File: config.mk
export PLATFORM = sky130hd
export DESIGN_NAME = vga_timing_gen
export DESIGN_NICKNAME = d
export VERILOG_FILES = /design/src/rtl/vga_pkg.sv /design/src/rtl/vga_raster_cnt.sv /design/src/rtl/vga_timing_gen.sv
export SDC_FILE = /design/constraint.sdc
export NUM_CORES = 1
export LEC_CHECK = 0
export CORE_MARGIN = 1.5
export CORE_UTILIZATION = 59
export DETAILED_ROUTE_END_ITERATION = 7
export PLACE_DENSITY_LB_ADDON = 0.15
export REMOVE_ABC_BUFFERS = 1
export SKIP_CTS_REPAIR_TIMING = 1
export SYNTH_ARGS = -nofsm -noshare
export SYNTH_HDL_FRONTEND = slang
export SYNTH_SLANG_ARGS = --single-unit
File: constraint.sdc
create_clock -name clk_vga -period 4.75 [get_ports clk_vga]
set_input_delay 0.95 -clock clk_vga [delete_from_list [all_inputs] [get_ports clk_vga]]
set_output_delay 0.95 -clock clk_vga [all_outputs]
set_load 0.005 [all_outputs]
File: src/rtl/vga_pkg.sv
// Shared VGA timing types and the standard mode constant sets.
// Latency: n/a (types and constants only).
// Backpressure: n/a.
//
// Contents:
//   vga_seg_t   - one axis of a video mode: {active, fp, sync, bp}
//   XGA70_H/V   - 1024x768 @ 70 Hz (the generator's default mode)
//   VGA60_H/V   - 640x480 @ 60 Hz
//   coord_t     - coordinate at the default counter width
//   seg_total() - line or frame length of one axis
package vga_pkg;

  localparam int VGA_CW = 12;

  typedef logic [VGA_CW-1:0] coord_t;

  typedef struct packed {
    logic [15:0] active;
    logic [15:0] fp;
    logic [15:0] sync;
    logic [15:0] bp;
  } vga_seg_t;

  localparam vga_seg_t XGA70_H = '{active: 16'd1024, fp: 16'd64, sync: 16'd104, bp: 16'd168};
  localparam vga_seg_t XGA70_V = '{active: 16'd768,  fp: 16'd3,  sync: 16'd4,   bp: 16'd30};
  localparam vga_seg_t VGA60_H = '{active: 16'd640,  fp: 16'd16, sync: 16'd96,  bp: 16'd48};
  localparam vga_seg_t VGA60_V = '{active: 16'd480,  fp: 16'd10, sync: 16'd2,   bp: 16'd33};

  function automatic int seg_total(input vga_seg_t s);
    return int'(s.active) + int'(s.fp) + int'(s.sync) + int'(s.bp);
  endfunction

endpackage

File: src/rtl/vga_raster_cnt.sv
// One h/v raster counter pair with registered sync/enable/coordinate decode.
// Latency: 1 pixel tick (outputs describe the counter value held before the edge).
// Backpressure: none; pix_en=0 freezes counters and all outputs.
//
// Ports:
//   clk_vga, rst (sync, active-high), pix_en (tick qualifier)
//   hs, vs              - syncs at HS_POL / VS_POL
//   de                  - inside the active area
//   hc_visible/vc_visible - active coordinates, 0 outside the active area
//   line_start/frame_start - one-tick markers at h=0 / (h=0, v=0)
// START is the linear raster position loaded on reset (wraps across lines/frames).
module vga_raster_cnt
  import vga_pkg::*;
#(
  parameter int H_ACTIVE = int'(XGA70_H.active),
  parameter int H_FP     = int'(XGA70_H.fp),
  parameter int H_SYNC   = int'(XGA70_H.sync),
  parameter int H_BP     = int'(XGA70_H.bp),
  parameter int V_ACTIVE = int'(XGA70_V.active),
  parameter int V_FP     = int'(XGA70_V.fp),
  parameter int V_SYNC   = int'(XGA70_V.sync),
  parameter int V_BP     = int'(XGA70_V.bp),
  parameter bit HS_POL   = 1'b0,
  parameter bit VS_POL   = 1'b0,
  parameter int CW       = VGA_CW,
  parameter int START    = 0
) (
  input  logic          clk_vga,
  input  logic          rst,
  input  logic          pix_en,
  output logic          hs,
  output logic          vs,
  output logic          de,
  output logic [CW-1:0] hc_visible,
  output logic [CW-1:0] vc_visible,
  output logic          line_start,
  output logic          frame_start
);

  localparam int H_TOTAL = H_SYNC + H_BP + H_ACTIVE + H_FP;
  localparam int V_TOTAL = V_SYNC + V_BP + V_ACTIVE + V_FP;
  localparam int START_H = START % H_TOTAL;
  localparam int START_V = (START / H_TOTAL) % V_TOTAL;

  localparam logic [CW-1:0] H_LAST      = CW'(H_TOTAL - 1);
  localparam logic [CW-1:0] V_LAST      = CW'(V_TOTAL - 1);
  localparam logic [CW-1:0] H_SYNC_END  = CW'(H_SYNC);
  localparam logic [CW-1:0] V_SYNC_END  = CW'(V_SYNC);
  localparam logic [CW-1:0] H_ACT_FIRST = CW'(H_SYNC + H_BP);
  localparam logic [CW-1:0] V_ACT_FIRST = CW'(V_SYNC + V_BP);
  // Inclusive upper bound: an exclusive bound could equal 2^CW and wrap to 0.
  localparam logic [CW-1:0] H_ACT_LAST  = CW'(H_SYNC + H_BP + H_ACTIVE - 1);
  localparam logic [CW-1:0] V_ACT_LAST  = CW'(V_SYNC + V_BP + V_ACTIVE - 1);
  localparam logic [CW-1:0] H_START     = CW'(START_H);
  localparam logic [CW-1:0] V_START     = CW'(START_V);

  logic [CW-1:0] h_cnt;
  logic [CW-1:0] v_cnt;
  logic          h_wrap;
  logic          h_act;
  logic          v_act;
  logic          hs_d;
  logic          vs_d;
  logic          de_d;
  logic [CW-1:0] hc_d;
  logic [CW-1:0] vc_d;

  always_comb begin
    h_wrap = (h_cnt == H_LAST);
    h_act  = (h_cnt >= H_ACT_FIRST) && (h_cnt <= H_ACT_LAST);
    v_act  = (v_cnt >= V_ACT_FIRST) && (v_cnt <= V_ACT_LAST);
    hs_d   = (h_cnt < H_SYNC_END) ? HS_POL : ~HS_POL;
    vs_d   = (v_cnt < V_SYNC_END) ? VS_POL : ~VS_POL;
    de_d   = h_act && v_act;
    hc_d   = '0;
    vc_d   = '0;
    if (de_d) begin
      hc_d = h_cnt - H_ACT_FIRST;
      vc_d = v_cnt - V_ACT_FIRST;
    end
  end

  always_ff @(posedge clk_vga) begin
    if (rst) begin
      h_cnt       <= H_START;
      v_cnt       <= V_START;
      hs          <= ~HS_POL;
      vs          <= ~VS_POL;
      de          <= 1'b0;
      hc_visible  <= '0;
      vc_visible  <= '0;
      line_start  <= 1'b0;
      frame_start <= 1'b0;
    end else if (pix_en) begin
      hs          <= hs_d;
      vs          <= vs_d;
      de          <= de_d;
      hc_visible  <= hc_d;
      vc_visible  <= vc_d;
      line_start  <= (h_cnt == '0);
      frame_start <= (h_cnt == '0) && (v_cnt == '0);
      if (h_wrap) begin
        h_cnt <= '0;
        // Lines advance only on the horizontal wrap.
        v_cnt <= (v_cnt == V_LAST) ? '0 : v_cnt + CW'(1);
      end else begin
        h_cnt <= h_cnt + CW'(1);
      end
    end
  end

endmodule

File: src/rtl/vga_timing_gen.sv
// Parametrised VGA raster timing generator (sync, display enable, coordinates, markers).
// Latency: 1 pixel tick from counter position to registered outputs.
// Backpressure: none; pix_en=0 holds every output, so pulses last one qualified tick.
//
// Ports:
//   clk_vga, rst (sync, active-high), pix_en (tie 1 when clk_vga is the pixel clock)
//   hs, vs, de, hc_visible, vc_visible, line_start, frame_start
//   px_req, px_x, px_y - only with VGA_TIMING_PREFETCH_EN: same decode as de/hc/vc,
//                        PREFETCH ticks early, to hide framebuffer read latency.
// Optional feature macro: VGA_TIMING_PREFETCH_EN
module vga_timing_gen
  import vga_pkg::*;
#(
  parameter int H_ACTIVE = int'(XGA70_H.active),
  parameter int H_FP     = int'(XGA70_H.fp),
  parameter int H_SYNC   = int'(XGA70_H.sync),
  parameter int H_BP     = int'(XGA70_H.bp),
  parameter int V_ACTIVE = int'(XGA70_V.active),
  parameter int V_FP     = int'(XGA70_V.fp),
  parameter int V_SYNC   = int'(XGA70_V.sync),
  parameter int V_BP     = int'(XGA70_V.bp),
  parameter bit HS_POL   = 1'b0,
  parameter bit VS_POL   = 1'b0,
  parameter int CW       = VGA_CW,
  parameter int PREFETCH = 2
) (
  input  logic          clk_vga,
  input  logic          rst,
  input  logic          pix_en,
  output logic          hs,
  output logic          vs,
  output logic          de,
  output logic [CW-1:0] hc_visible,
  output logic [CW-1:0] vc_visible,
  output logic          line_start,
  output logic          frame_start
`ifdef VGA_TIMING_PREFETCH_EN
  ,
  output logic          px_req,
  output logic [CW-1:0] px_x,
  output logic [CW-1:0] px_y
`endif
);

  localparam int H_TOTAL = H_SYNC + H_BP + H_ACTIVE + H_FP;
  localparam int V_TOTAL = V_SYNC + V_BP + V_ACTIVE + V_FP;

  // Counters must hold TOTAL-1; the prefetch lead must land inside sync+back porch
  // so the early request never overlaps the previous line's active span.
  if (H_TOTAL > (1 << CW)) begin : g_bad_h_total
    $error("vga_timing_gen: H_TOTAL %0d does not fit in CW=%0d bits", H_TOTAL, CW);
  end
  if (V_TOTAL > (1 << CW)) begin : g_bad_v_total
    $error("vga_timing_gen: V_TOTAL %0d does not fit in CW=%0d bits", V_TOTAL, CW);
  end
  if ((PREFETCH < 1) || (PREFETCH >= H_SYNC + H_BP)) begin : g_bad_prefetch
    $error("vga_timing_gen: PREFETCH %0d outside 1..%0d", PREFETCH, H_SYNC + H_BP - 1);
  end

  vga_raster_cnt #(
    .H_ACTIVE (H_ACTIVE), .H_FP (H_FP), .H_SYNC (H_SYNC), .H_BP (H_BP),
    .V_ACTIVE (V_ACTIVE), .V_FP (V_FP), .V_SYNC (V_SYNC), .V_BP (V_BP),
    .HS_POL   (HS_POL),   .VS_POL (VS_POL), .CW (CW), .START (0)
  ) u_main (
    .clk_vga     (clk_vga),
    .rst         (rst),
    .pix_en      (pix_en),
    .hs          (hs),
    .vs          (vs),
    .de          (de),
    .hc_visible  (hc_visible),
    .vc_visible  (vc_visible),
    .line_start  (line_start),
    .frame_start (frame_start)
  );

`ifdef VGA_TIMING_PREFETCH_EN
  // Second pair starts PREFETCH positions ahead and advances in lock-step,
  // so its decode is the main decode shifted PREFETCH ticks earlier.
  logic pf_hs;
  logic pf_vs;
  logic pf_line_start;
  logic pf_frame_start;
  logic pf_unused;

  vga_raster_cnt #(
    .H_ACTIVE (H_ACTIVE), .H_FP (H_FP), .H_SYNC (H_SYNC), .H_BP (H_BP),
    .V_ACTIVE (V_ACTIVE), .V_FP (V_FP), .V_SYNC (V_SYNC), .V_BP (V_BP),
    .HS_POL   (HS_POL),   .VS_POL (VS_POL), .CW (CW), .START (PREFETCH)
  ) u_prefetch (
    .clk_vga     (clk_vga),
    .rst         (rst),
    .pix_en      (pix_en),
    .hs          (pf_hs),
    .vs          (pf_vs),
    .de          (px_req),
    .hc_visible  (px_x),
    .vc_visible  (px_y),
    .line_start  (pf_line_start),
    .frame_start (pf_frame_start)
  );

  // Sync and marker decode of the lead pair has no consumer.
  assign pf_unused = ^{pf_hs, pf_vs, pf_line_start, pf_frame_start};
`endif

endmodule

# Yosys cells after proc, flatten, opt, wreduce, memory -nomap -nowiden
# Cells that the tools add are included.
word_totals:
  inputBits: 3
  word_cells: 34
  ramBits: 0
  memories: 0
  output_inout_bits: 29
  latch_bits: 0
  regBits: 53
  romBits: 0
op_classes:
  multipliers: 0
  n_eq_ne: 2
  n_reduce_logical: 7
  div_mod_pow: 0
  magnitude_cmp: 6
  n_addsub: 4
  muxes: 6
  shift: 0
  bitwise: 0
op_table:
  columns: ["operator", "count"]
  rows:
  - ["$mux 12", 4]
  - ["$add 12x1->12 const B", 2]
  - ["$logic_not 12->1", 2]
  - ["$eq 12x10->1 const B", 1]
  - ["$eq 12x11->1 const B", 1]
  - ["$ge 12x6->1 const B", 1]
  - ["$ge 12x9->1 const B", 1]
  - ["$le 12x10->1 const B", 1]
  - ["$le 12x11->1 const B", 1]
  - ["$lt 12x3->1 const B", 1]
  - ["$lt 12x7->1 const B", 1]
  - ["$sub 12x6->12 const B", 1]
  - ["$sub 12x9->12 const B", 1]
  - ["$logic_and 1x1->1", 4]
  - ["$mux 1", 2]
  - ["$reduce_and 2->1", 1]

# Depth between registers and ports, before layout
# Gate-level depths: netlist of run 1.
logic_depth:
  word_depth: 4
  mapped_depth: 9
  ltp_nobuf: 7

# Worst setup path after synthesis of run 1
# Ideal clock, no wire load.
synth_path:
  path_kind: "input port to flip-flop"
  from: "input pix_en"
  to: "register u_main.v_cnt[8]"
  cell_stages: 6
  slack_ns: 2.542
  t_arrival_ns: 2.075
  n_path_buf: 1
  setup_time_ns: 0.133
  t_required_ns: 4.617
  cell_sequence: "and4_1 -> buf_4 -> nand4_4 -> or4_1 -> xor2_1 -> nor2_2"
synth_via:
  elab_chain_len: 1
synth_lines:
  columns: ["item", "line_no", "source"]
  rows:
  - ["from (decl)", "vga_timing_gen.sv:29", "input logic pix_en,"]
  - ["$reduce_and 2->1 (no source line)", null, null]
  - ["to (signal assigned)", "vga_raster_cnt.sv:105", "v_cnt <= (v_cnt == V_LAST) ? '0 : v_cnt + CW'(1);"]
  - ["to (decl)", "vga_raster_cnt.sv:58", "logic [CW-1:0] v_cnt;"]
# No other way between the ends.
# A chain may end at the register's enable or synchronous reset.

# Worst setup path in the final report of run 1
# Same ends and word-level chain as after synthesis.

==> reports/qor.yml, run 1 <==
status:
  status: "complete, no violations"
global_routing:
  antenna_found_initial: 0
  grt_overflow: 0
  grt_max_degree: 25
  grt_pass1_wl_um: 9390
  grt_pass1_vias: 1998
  globalRouteTotalUtil_pct: 23.2
timing:
  hold_ws_ns: 0.455
  period_share_pct: 63.4
  fmax_mhz: 332
  final.setup.tns_ns: 0
  rsz0062_at_grt: "false"
  worst_slew_pin_slew_ns: 0.794
  fin_crit_ns: 3.01
  slew_viol_final: 0
  finClkSkew_ns: 0.00878
  slew-limit-headroom_pct: 46.6
  hold_violations: 0
  finalSetupViolations: 0
yosys:
  synth_seq_cells: 53
  synth_area_leaders: "dfxtp_1, xnor2_1, nand2_1"
  synth-edff-count: 0
  netlist_area_um2: 2740
  yosysUniqueCellTypes: 47
  synth_top_area_share_pct: 38.7
  synth_most_common_cell: "dfxtp_1"
  synthTopCellsByCount: "dfxtp_1, nand2_1, nor2_1"
  yosysTopAreaCell: "dfxtp_1"
  ys.warnings.count: 0
  synth_cells: 320
  synth_flop_cell: "dfxtp_1"
  ys_seq_area_share_pct: 38.7
  async_reset_ff_share_pct: 0
  synth_area_per_cell_um2: 8.57
floorplan:
  die_h_um: 71.2
  die_w_um: 71.2
  row_count: 24
  pin_count: 32
  initial_utilization_pct: 62.2
  core_area_um2: 4410
  die_area_um2: 5070
critical_path:
  cp-end-kind: "flip-flop"
  endpoint: "u_main.v_cnt[8]"
  arrival_ns: 3.19
  path_max_fanout: 12
  worstSetupPathType: "input pin to flip-flop"
  reg2reg_from: "u_main.h_cnt[4]"
  required_ns: 4.93
  worstSetupStartpointType: "input pin"
  crit_path_start: "pix_en"
  r2r_slack_ns: 2.38
  rr_worst_depth: 7
  r2r-end: "u_main.vc_visible[5]"
cts:
  cts_tree: "yes"
  cts.sinks: 53
  numCtsBuffers: 5
  clock_path_buffers: 2
  cts_root_buf: "clkbuf_8"
  clk_pin_slew_ns: 0.09
  htreeDepth: 2
  clock_latency_ns: 0.31
routing:
  drt-total-wl_um: 5590
  via_per_inst: 5.53
  avgRoutedWirePerCell_um: 14.3
  drt_pass1_iterations: 4
  vias: 2163
  antenna_left: 0
  drt_iter0_drc: 119
  route.detailed.drc: 0
finish:
  drive_above_1_share_pct: 5.60
  final_core_util_pct: 70.1
  register_area_um2: 1060
  syn_to_final_growth_pct: 12.8
  fillers: 365
  multi_input_area_um2: 1460
  num-nets-final: 354
  num_antenna_cells: 0
worst_hold_path:
  whs_path_depth: 2
  min_path_type: "flip-flop to flip-flop"
placement:
  dp_hpwl_um: 3880
  routabilityCongestion: 0.888
  portBuffers: 31
pwr:
  ir_drop_mv: 0.234
  powerDensity_nw_per_um2: 272
  power_mw: 0.842
  p_leak_nw: 1.14
flow_run:
  cap_viol_max_count: 0
[layer usage]
| metal | GRT usage (%) | vias up | wire, µm |
|---|---|---|---|
| met5 | 0 | - | 0 |
| li1 | - | 1118 | - |
| met3 | 4.56 | 12 | 282 |
| met2 | 33.8 | 58 | 2400 |
| met4 | 8.18 | 0 | 114 |
| met1 | 34.0 | 975 | 2790 |
[logic make-up after synthesis]
logic type | count (synthesis) | synth area share [%]
flops | 53 | 38.7
simple gates | 135 | 25.2
mux | 1 | 0.365
fa+ha+maj | 13 | 5.93
xor+xnor | 34 | 10.9
compound gates | 49 | 11.0
buf+inv | 35 | 7.98
[flip-flops by register name, summed over array words and instances, names as in the netlist]
signal              flops
u_main.de               1
u_main.frame_start      1
u_main.h_cnt           12
u_main.hc_visible      12
u_main.hs               1
u_main.line_start       1
u_main.v_cnt           12
u_main.vc_visible      12
u_main.vs               1
[cells in the final DEF, fill, tap and decap left out, types with 2 or more instances in the layout]
cell | synthesis | routed
xnor2_1 | 23 | 23
dfxtp_1 | 53 | 53
nand4_4 | 2 | 2
nand4_1 | 11 | 11
nor2_1 | 35 | 35
xor2_1 | 11 | 11
ha_1 | 13 | 13
nand3_1 | 8 | 8
o31ai_1 | 2 | 2
nor3_1 | 7 | 7
a21oi_1 | 10 | 10
o21ai_0 | 26 | 26
o41ai_1 | 2 | 2
nor4_1 | 9 | 9
clkdlybuf4s50_1 | 0 | 31
clkbuf_8 | 5 | 5
inv_1 | 14 | 14
and3_1 | 2 | 2
bufinv_16 | 0 | 2
nand2_1 | 47 | 47
[critical path, cell delays in order]
cell	delay [ns]
clkdlybuf4s50_1	0.75
and4_1	0.50
nand4_4	0.18
or4_1	0.52
xor2_1	0.24
nor2_2	0.06
[power breakdown]
group	leakage, nW	internal (mW)	switching, mW	total (mW)
logic	0.640	0.0141	0.0188	0.0328
registers	0.428	0.449	0.00360	0.452
clock network	0.0681	0.209	0.148	0.357
total	1.14	0.672	0.170	0.842
[final cells by class]
class	count	share of cell area, %
Tap cell	52	2.10
Timing Repair Buffer	32	10.3
Clock inverter	3	2.10
Multi-Input combinational cell	232	47.3
Sequential cell	53	34.3
Clock buffer	5	2.22
Inverter	14	1.70
[worst min-delay path by stage]
stage                                startpoint               endpoint  slack [ns]
after CTS                 u_main.vc_visible[10]  u_main.vc_visible[10]        0.45
after floorplan           u_main.vc_visible[10]  u_main.vc_visible[10]        0.44
after detailed placement  u_main.vc_visible[10]  u_main.vc_visible[10]        0.44
after global placement     u_main.hc_visible[0]   u_main.hc_visible[0]        0.43
after global routing      u_main.vc_visible[10]  u_main.vc_visible[10]        0.47
final                     u_main.vc_visible[10]  u_main.vc_visible[10]        0.45
[per-stage QoR]
stage               cells  worst slack [ns]  area (µm²)
floorplan             299              2.46        2580
global placement      383              1.55        2960
detailed placement    383              1.47        2960
CTS                   391              1.75        3090
global route          391              1.66        3090
finish                391              1.74        3090
(Power assumes the default switching activity.)
==> run 2, diff against run 1 <==
CORE_UTILIZATION = 56   (was 59)
clock period = 2.9 ns   (was 4.75 ns; I/O delays follow)
==> run 2 against run 1 <==
Effect of this change: global-route usage decreased by 1.7 points; worst setup slack got worse by 1.2 ns; critical path depth is 1 higher; sequential cell count unchanged; utilization down 4.6 points; critical path type is now flip-flop to flip-flop.
==> reports/qor.yml, run 2 (synthesized netlist as in run 1, its figures left out) <==
timing:
  slew-limit-headroom_pct: 45.9  # was 46.6%
  finClkSkew_ns: 0.00679  # was 0.00878 ns
  rsz0062_at_grt: "false"  # unchanged
  worst_slew_pin_slew_ns: 0.804  # was 0.794 ns
  hold_violations: 0  # unchanged
  slew_viol_final: 0  # unchanged
  finalSetupViolations: 0  # unchanged
  fin_ws_ns: 0.580  # was 1.74 ns
  final.setup.tns_ns: 0  # unchanged
  period_share_pct: 80.0
  fin_crit_ns: 2.32
  fmax_mhz: 431
critical_path:
  max_stage_delay_ns: 0.44  # was 0.75 ns
  cp-end-kind: "flip-flop"  # unchanged
  arrival_ns: 2.54  # was 3.19 ns
  crit_path_cell_trace: "inv_1 > ha_1 > or3b_1 > nand3_1 > o2bb2ai_1 > nand4_2 > o31ai_1"  # was clkdlybuf4s50_1 > and4_1 > nand4_4 > or4_1 > xor2_1 > nor2_2
  worstSetupPathType: "flip-flop to flip-flop"  # was input pin to flip-flop
  slowest_stage: "nand4_2"  # was clkdlybuf4s50_1
  crit_buf_inv: 1  # unchanged
  crit_family: "simple AND/OR/NAND/NOR gates"  # unchanged
  worstSetupStartpointType: "flip-flop"  # was input pin
  path_max_fanout: 24  # was 12
  required_ns: 3.12  # was 4.93 ns
  rr_worst_depth: 7  # unchanged
  critical_path_depth: 7  # was 6
flow_run:
  cap_viol_max_count: 0  # unchanged
global_routing:
  grt_overflow: 0  # unchanged
  grt_use_met2_pct: 32.6  # was 33.8%
  grt_pass1_vias: 1959  # was 1998
  use_met1_pct: 30.8  # was 34.0%
  grt_max_degree: 25  # unchanged
  antenna_found_initial: 0  # unchanged
  use_met3_pct: 4.70  # was 4.56%
  globalRouteTotalUtil_pct: 21.5  # was 23.2%
  grt-busiest-layer: "met2"  # was met1
  grt_pass1_wl_um: 9000  # was 9390 µm
cts:
  cts_tree: "yes"  # unchanged
  clk_pin_slew_ns: 0.09  # about the same
  cts.sinks: 53  # unchanged
  htreeDepth: 2  # unchanged
  numCtsBuffers: 5  # unchanged
  clock_latency_ns: 0.31  # about the same
  cts_root_buf: "clkbuf_8"  # unchanged
  clock_path_buffers: 2  # unchanged
finish:
  stdcell_count: 409  # was 391
  num-nets-final: 358  # was 354
  drive_above_1_share_pct: 6.14  # was 5.60%
  num_antenna_cells: 0  # unchanged
  syn_to_final_growth_pct: 12.8  # about the same
  layout_common_cells: "dfxtp_1, nand2_1, nor2_1"  # unchanged
  final_common_cell: "dfxtp_1"  # unchanged
  fillers: 423  # was 365
pwr:
  ir_drop_mv: 0.229  # was 0.234 mV
  p_leak_nw: 1.13  # was 1.14 nW
  powerDensity_nw_per_um2: 392  # was 272 nW/µm²
placement:
  dp_hpwl_um: 3970  # was 3880 µm
  place_ws_ns: 0.387  # was 1.47 ns
  dp_cells: 402  # was 383
  portBuffers: 31  # unchanged
  routabilityCongestion: 0.877  # was 0.888
routing:
  drt-total-wl_um: 5340  # was 5590 µm
  drt_pass1_iterations: 4  # unchanged
  route.detailed.drc: 0  # unchanged
  via_per_inst: 5.37  # was 5.53
  avgRoutedWirePerCell_um: 13.0  # was 14.3 µm
  vias: 2195  # was 2163
  drt_iter0_drc: 119  # unchanged
  antenna_left: 0  # unchanged
status:
  status: "complete, no violations"  # unchanged
floorplan:
  row_count: 25  # was 24
  core_area_um2: 4720  # was 4410 µm²
  die_h_um: 73  # was 71.2 µm
  die_area_um2: 5330  # was 5070 µm²
  pin_count: 32  # unchanged
  die_w_um: 73  # was 71.2 µm
  initial_utilization_pct: 58.1  # was 62.2%
worst_hold_path:
  whs_path_depth: 2  # unchanged
  min_path_type: "flip-flop to flip-flop"  # unchanged
run 2: cell types whose count changed in the layout (fill, tap and decap cells not counted):
cell,before,now
buf_4,1,5
clkbuf_1,0,1
clkinv_2,1,0
bufinv_16,2,0
clkbuf_8,5,6
run 2: layout make-up:
class	count	area (µm²)	area share, %
timing repair buffer	36	348	11.2
sequential	53	1060	34.3
multi-input combinational	232	1460	47.3
tap	67	83.8	2.71
clock buffer	7	86.3	2.79
inverter	14	52.6	1.70
run 2: final timing paths:
| path | endpoint | from | slack [ns] |
|---|---|---|---|
| worst max-delay path | u_main.vc_visible[5] | u_main.h_cnt[5] | 0.58 |
| worst min register to register | u_main.vc_visible[10] | u_main.vc_visible[10] | 0.45 |
| worst max register to register | u_main.vc_visible[5] | u_main.h_cnt[5] | 0.58 |
| worst min-delay path | u_main.vc_visible[10] | u_main.vc_visible[10] | 0.45 |
run 2: per-layer routing:
layer,share of wire (%),vias to the layer above
li1,-,1122
met1,52,1005
met2,42,62
met3,5.1,6
met4,1.0,0
met5,0,-
run 2: per-stage QoR:
step	hold slack, ns	power [mW]	util, %	instance area [µm²]
3_5_place_dp	0.440	0.813	63.7	3010
5_1_grt	0.474	1.25	65.5	3100
4_1_cts	0.452	1.23	65.5	3100
2_1_floorplan	0.442	0.785	-	2580
6_report	0.450	1.21	65.5	3100
3_3_place_gp	0.434	0.813	63.7	3010
run 2: power breakdown:
part	leakage (nW)	internal (mW)	switching (mW)
Combinational	0.661	0.0245	0.0304
Clock	0.0443	0.190	0.228
Sequential	0.428	0.735	0.00608
run 2: tightest hold or removal path: cells and delay by family (launching register included):
| kind | cells | cell delay (ns) |
|---|---|---|
| AO/OA/AOI/OAI | 1 | 0.05 |
| flip-flops | 1 | 0.32 |
| AND/OR/NAND/NOR | 1 | 0.05 |
==> run 3, diff against run 2 <==
CORE_UTILIZATION = 50   (was 56)
clock period = 1.9 ns   (was 2.9 ns; I/O delays follow)
==> run 3 against run 2 <==
Effect of this change: die area up 11%; worst hold slack worse by 0.0039 ns; largest cell class unchanged; non-clock buffer count up 40; sequential cell count unchanged; utilization up 2.4 points; final cell count up 11%; sequential share of layout area down 4.2 points; sequential power up 52%; wire length up 18%; register-to-register slack worse by 0.50 ns.
==> reports/qor.yml, run 3 (synthesized netlist as in run 1, its figures left out) <==
placement:
  portBuffers: 31  # unchanged
  routabilityCongestion: 0.870  # was 0.877
  dp_hpwl_um: 4700  # was 3970 µm
  placed_area_um2: 3310  # was 3010 µm²
  place_ws_ns: -0.204  # was 0.387 ns
cts:
  htreeDepth: 2  # unchanged
  cts.sinks: 53  # unchanged
  numCtsBuffers: 5  # unchanged
  clock_latency_ns: 0.31  # about the same
  cts_tree: "yes"  # unchanged
  cts_root_buf: "clkbuf_8"  # unchanged
  clock_path_buffers: 2  # unchanged
  clk_pin_slew_ns: 0.09  # about the same
finish:
  num-nets-final: 398  # was 358
  final_common_cell: "dfxtp_1"  # unchanged
  layout_common_cells: "dfxtp_1, nand2_1, buf_4"  # was dfxtp_1, nand2_1, nor2_1
  num_antenna_cells: 0  # unchanged
  drive_above_1_share_pct: 20.9  # was 6.14%
  final_area_um2: 3540  # was 3100 µm²
  syn_to_final_growth_pct: 28.9  # was 12.8%
flow_run:
  cap_viol_max_count: 0  # unchanged
pwr:
  power.switching_mw: 0.435  # was 0.264 mW
  seq_power_share_pct: 58.2  # was 61.0%
  combPwrFrac_pct: 5.5  # was 4.5%
  swShare_pct: 22.4  # was 21.8%
  power_mw: 1.94  # was 1.21 mW
  p_leak_nw: 1.36  # was 1.13 nW
  ir_drop_mv: 0.324  # was 0.229 mV
  powerDensity_nw_per_um2: 548  # was 392 nW/µm²
  power.internal_mw: 1.50  # was 0.949 mW
  clkPwrFrac_pct: 36.3  # was 34.4%
global_routing:
  grt_max_degree: 25  # unchanged
  globalRouteTotalUtil_pct: 22.5  # was 21.5%
  grt_pass1_wl_um: 10500  # was 9000 µm
  use_met3_pct: 3.57  # was 4.70%
  grt_pass1_vias: 2213  # was 1959
  grt-busiest-layer: "met2"  # unchanged
  antenna_found_initial: 0  # unchanged
  grt_overflow: 0  # unchanged
  use_met1_pct: 32.2  # was 30.8%
  grt_use_met2_pct: 33.4  # was 32.6%
timing:
  rsz0062_at_grt: "true"  # was false
  hold_violations: 0  # unchanged
  final.setup.tns_ns: 0  # unchanged
  fin_crit_ns: 1.82  # was 2.32 ns
  finClkSkew_ns: 0.00766  # was 0.00679 ns
  finalSetupViolations: 0  # unchanged
  worst_slew_pin_slew_ns: 0.596  # was 0.804 ns
  slew-limit-headroom_pct: 59.7  # was 45.9%
  period_share_pct: 95.7  # was 80.0%
  fmax_mhz: 550  # was 431 MHz
  slew_viol_final: 0  # unchanged
  fin_ws_ns: 0.0819  # was 0.580 ns
critical_path:
  worstSetupPathType: "flip-flop to flip-flop"  # unchanged
  path_max_fanout: 8  # was 24
  crit_path_start: "u_main.v_cnt[5]"  # was u_main.h_cnt[5]
  required_ns: 2.10  # was 3.12 ns
  worstSetupStartpointType: "flip-flop"  # unchanged
  cp-end-kind: "flip-flop"  # unchanged
  reg2reg_from: "u_main.v_cnt[5]"  # was u_main.h_cnt[5]
  arrival_ns: 2.02  # was 2.54 ns
floorplan:
  core_area_um2: 5200  # was 4720 µm²
  die_w_um: 77.1  # was 73 µm
  initial_utilization_pct: 52.7  # was 58.1%
  row_count: 26  # was 25
  die_area_um2: 5940  # was 5330 µm²
  pin_count: 32  # unchanged
  die_h_um: 77.1  # was 73 µm
worst_hold_path:
  min_path_type: "flip-flop to flip-flop"  # unchanged
  min_from: "u_main.vc_visible[10]"  # unchanged
routing:
  route.detailed.drc: 0  # unchanged
  via_per_inst: 5.22  # was 5.37
  avgRoutedWirePerCell_um: 13.9  # was 13.0 µm
  drt-total-wl_um: 6320  # was 5340 µm
  antenna_left: 0  # unchanged
  drt_pass1_iterations: 4  # unchanged
  drt_iter0_drc: 204  # was 119
  vias: 2364  # was 2195
status:
  status: "complete, no violations"  # unchanged
-- run 3: cell count changes in the layout (fill, tap and decap cells not counted), sizes merged --
cell,before,now
clkinv,0,1
buf,5,45
-- run 3: final cells by class --
type                       count  area (µm²)
tap                           70        87.6
fill                         433        1670
clock buffer                   7        96.3
clock inverter                 1        5.00
timing repair buffer          76         668
inverter                      14        52.6
multi-input combinational    232        1560
sequential                    53        1060
-- run 3: metrics by stage --
step                      util [%]  std cells  hold slack (ns)
after CTS                     65.6        451            0.451
after detailed placement      63.6        443            0.437
after global placement        63.6        443            0.434
after floorplan                  -        299            0.442
after global routing          67.9        453            0.485
final                         67.9        453            0.447
-- run 3: critical path: stages (launching register included) --
cell,delay (ns)
dfxtp_1,0.50
nor4b_2,0.32
nand3_1,0.26
o41ai_4,0.39
buf_4,0.19
a21oi_1,0.04
-- run 3: final timing paths --
path / endpoint / slack [ns] / depth (start not counted)
setup / recovery: u_main.v_cnt[3] / 0.08 / 5
hold / removal: u_main.vc_visible[10] / 0.45 / 2
setup reg to reg: u_main.v_cnt[3] / 0.08 / 5
hold reg to reg: u_main.vc_visible[10] / 0.45 / 2
-- run 3: power by group through the flow --
stage,sequential [mW],combinational (mW),clock (mW)
floorplan,1.16,0.0421,0
global route,1.13,0.117,0.767
detailed placement,1.15,0.105,0
finish,1.13,0.106,0.703
global placement,1.15,0.105,0
CTS,1.13,0.106,0.725
-- run 3: per-layer routing --
metal	wire [µm]	up-vias	part of all wire [%]
met3	358	12	5.7
li1	-	1209	-
met1	3120	1075	49
met4	95	0	1.5
met2	2740	68	43
met5	0	-	0
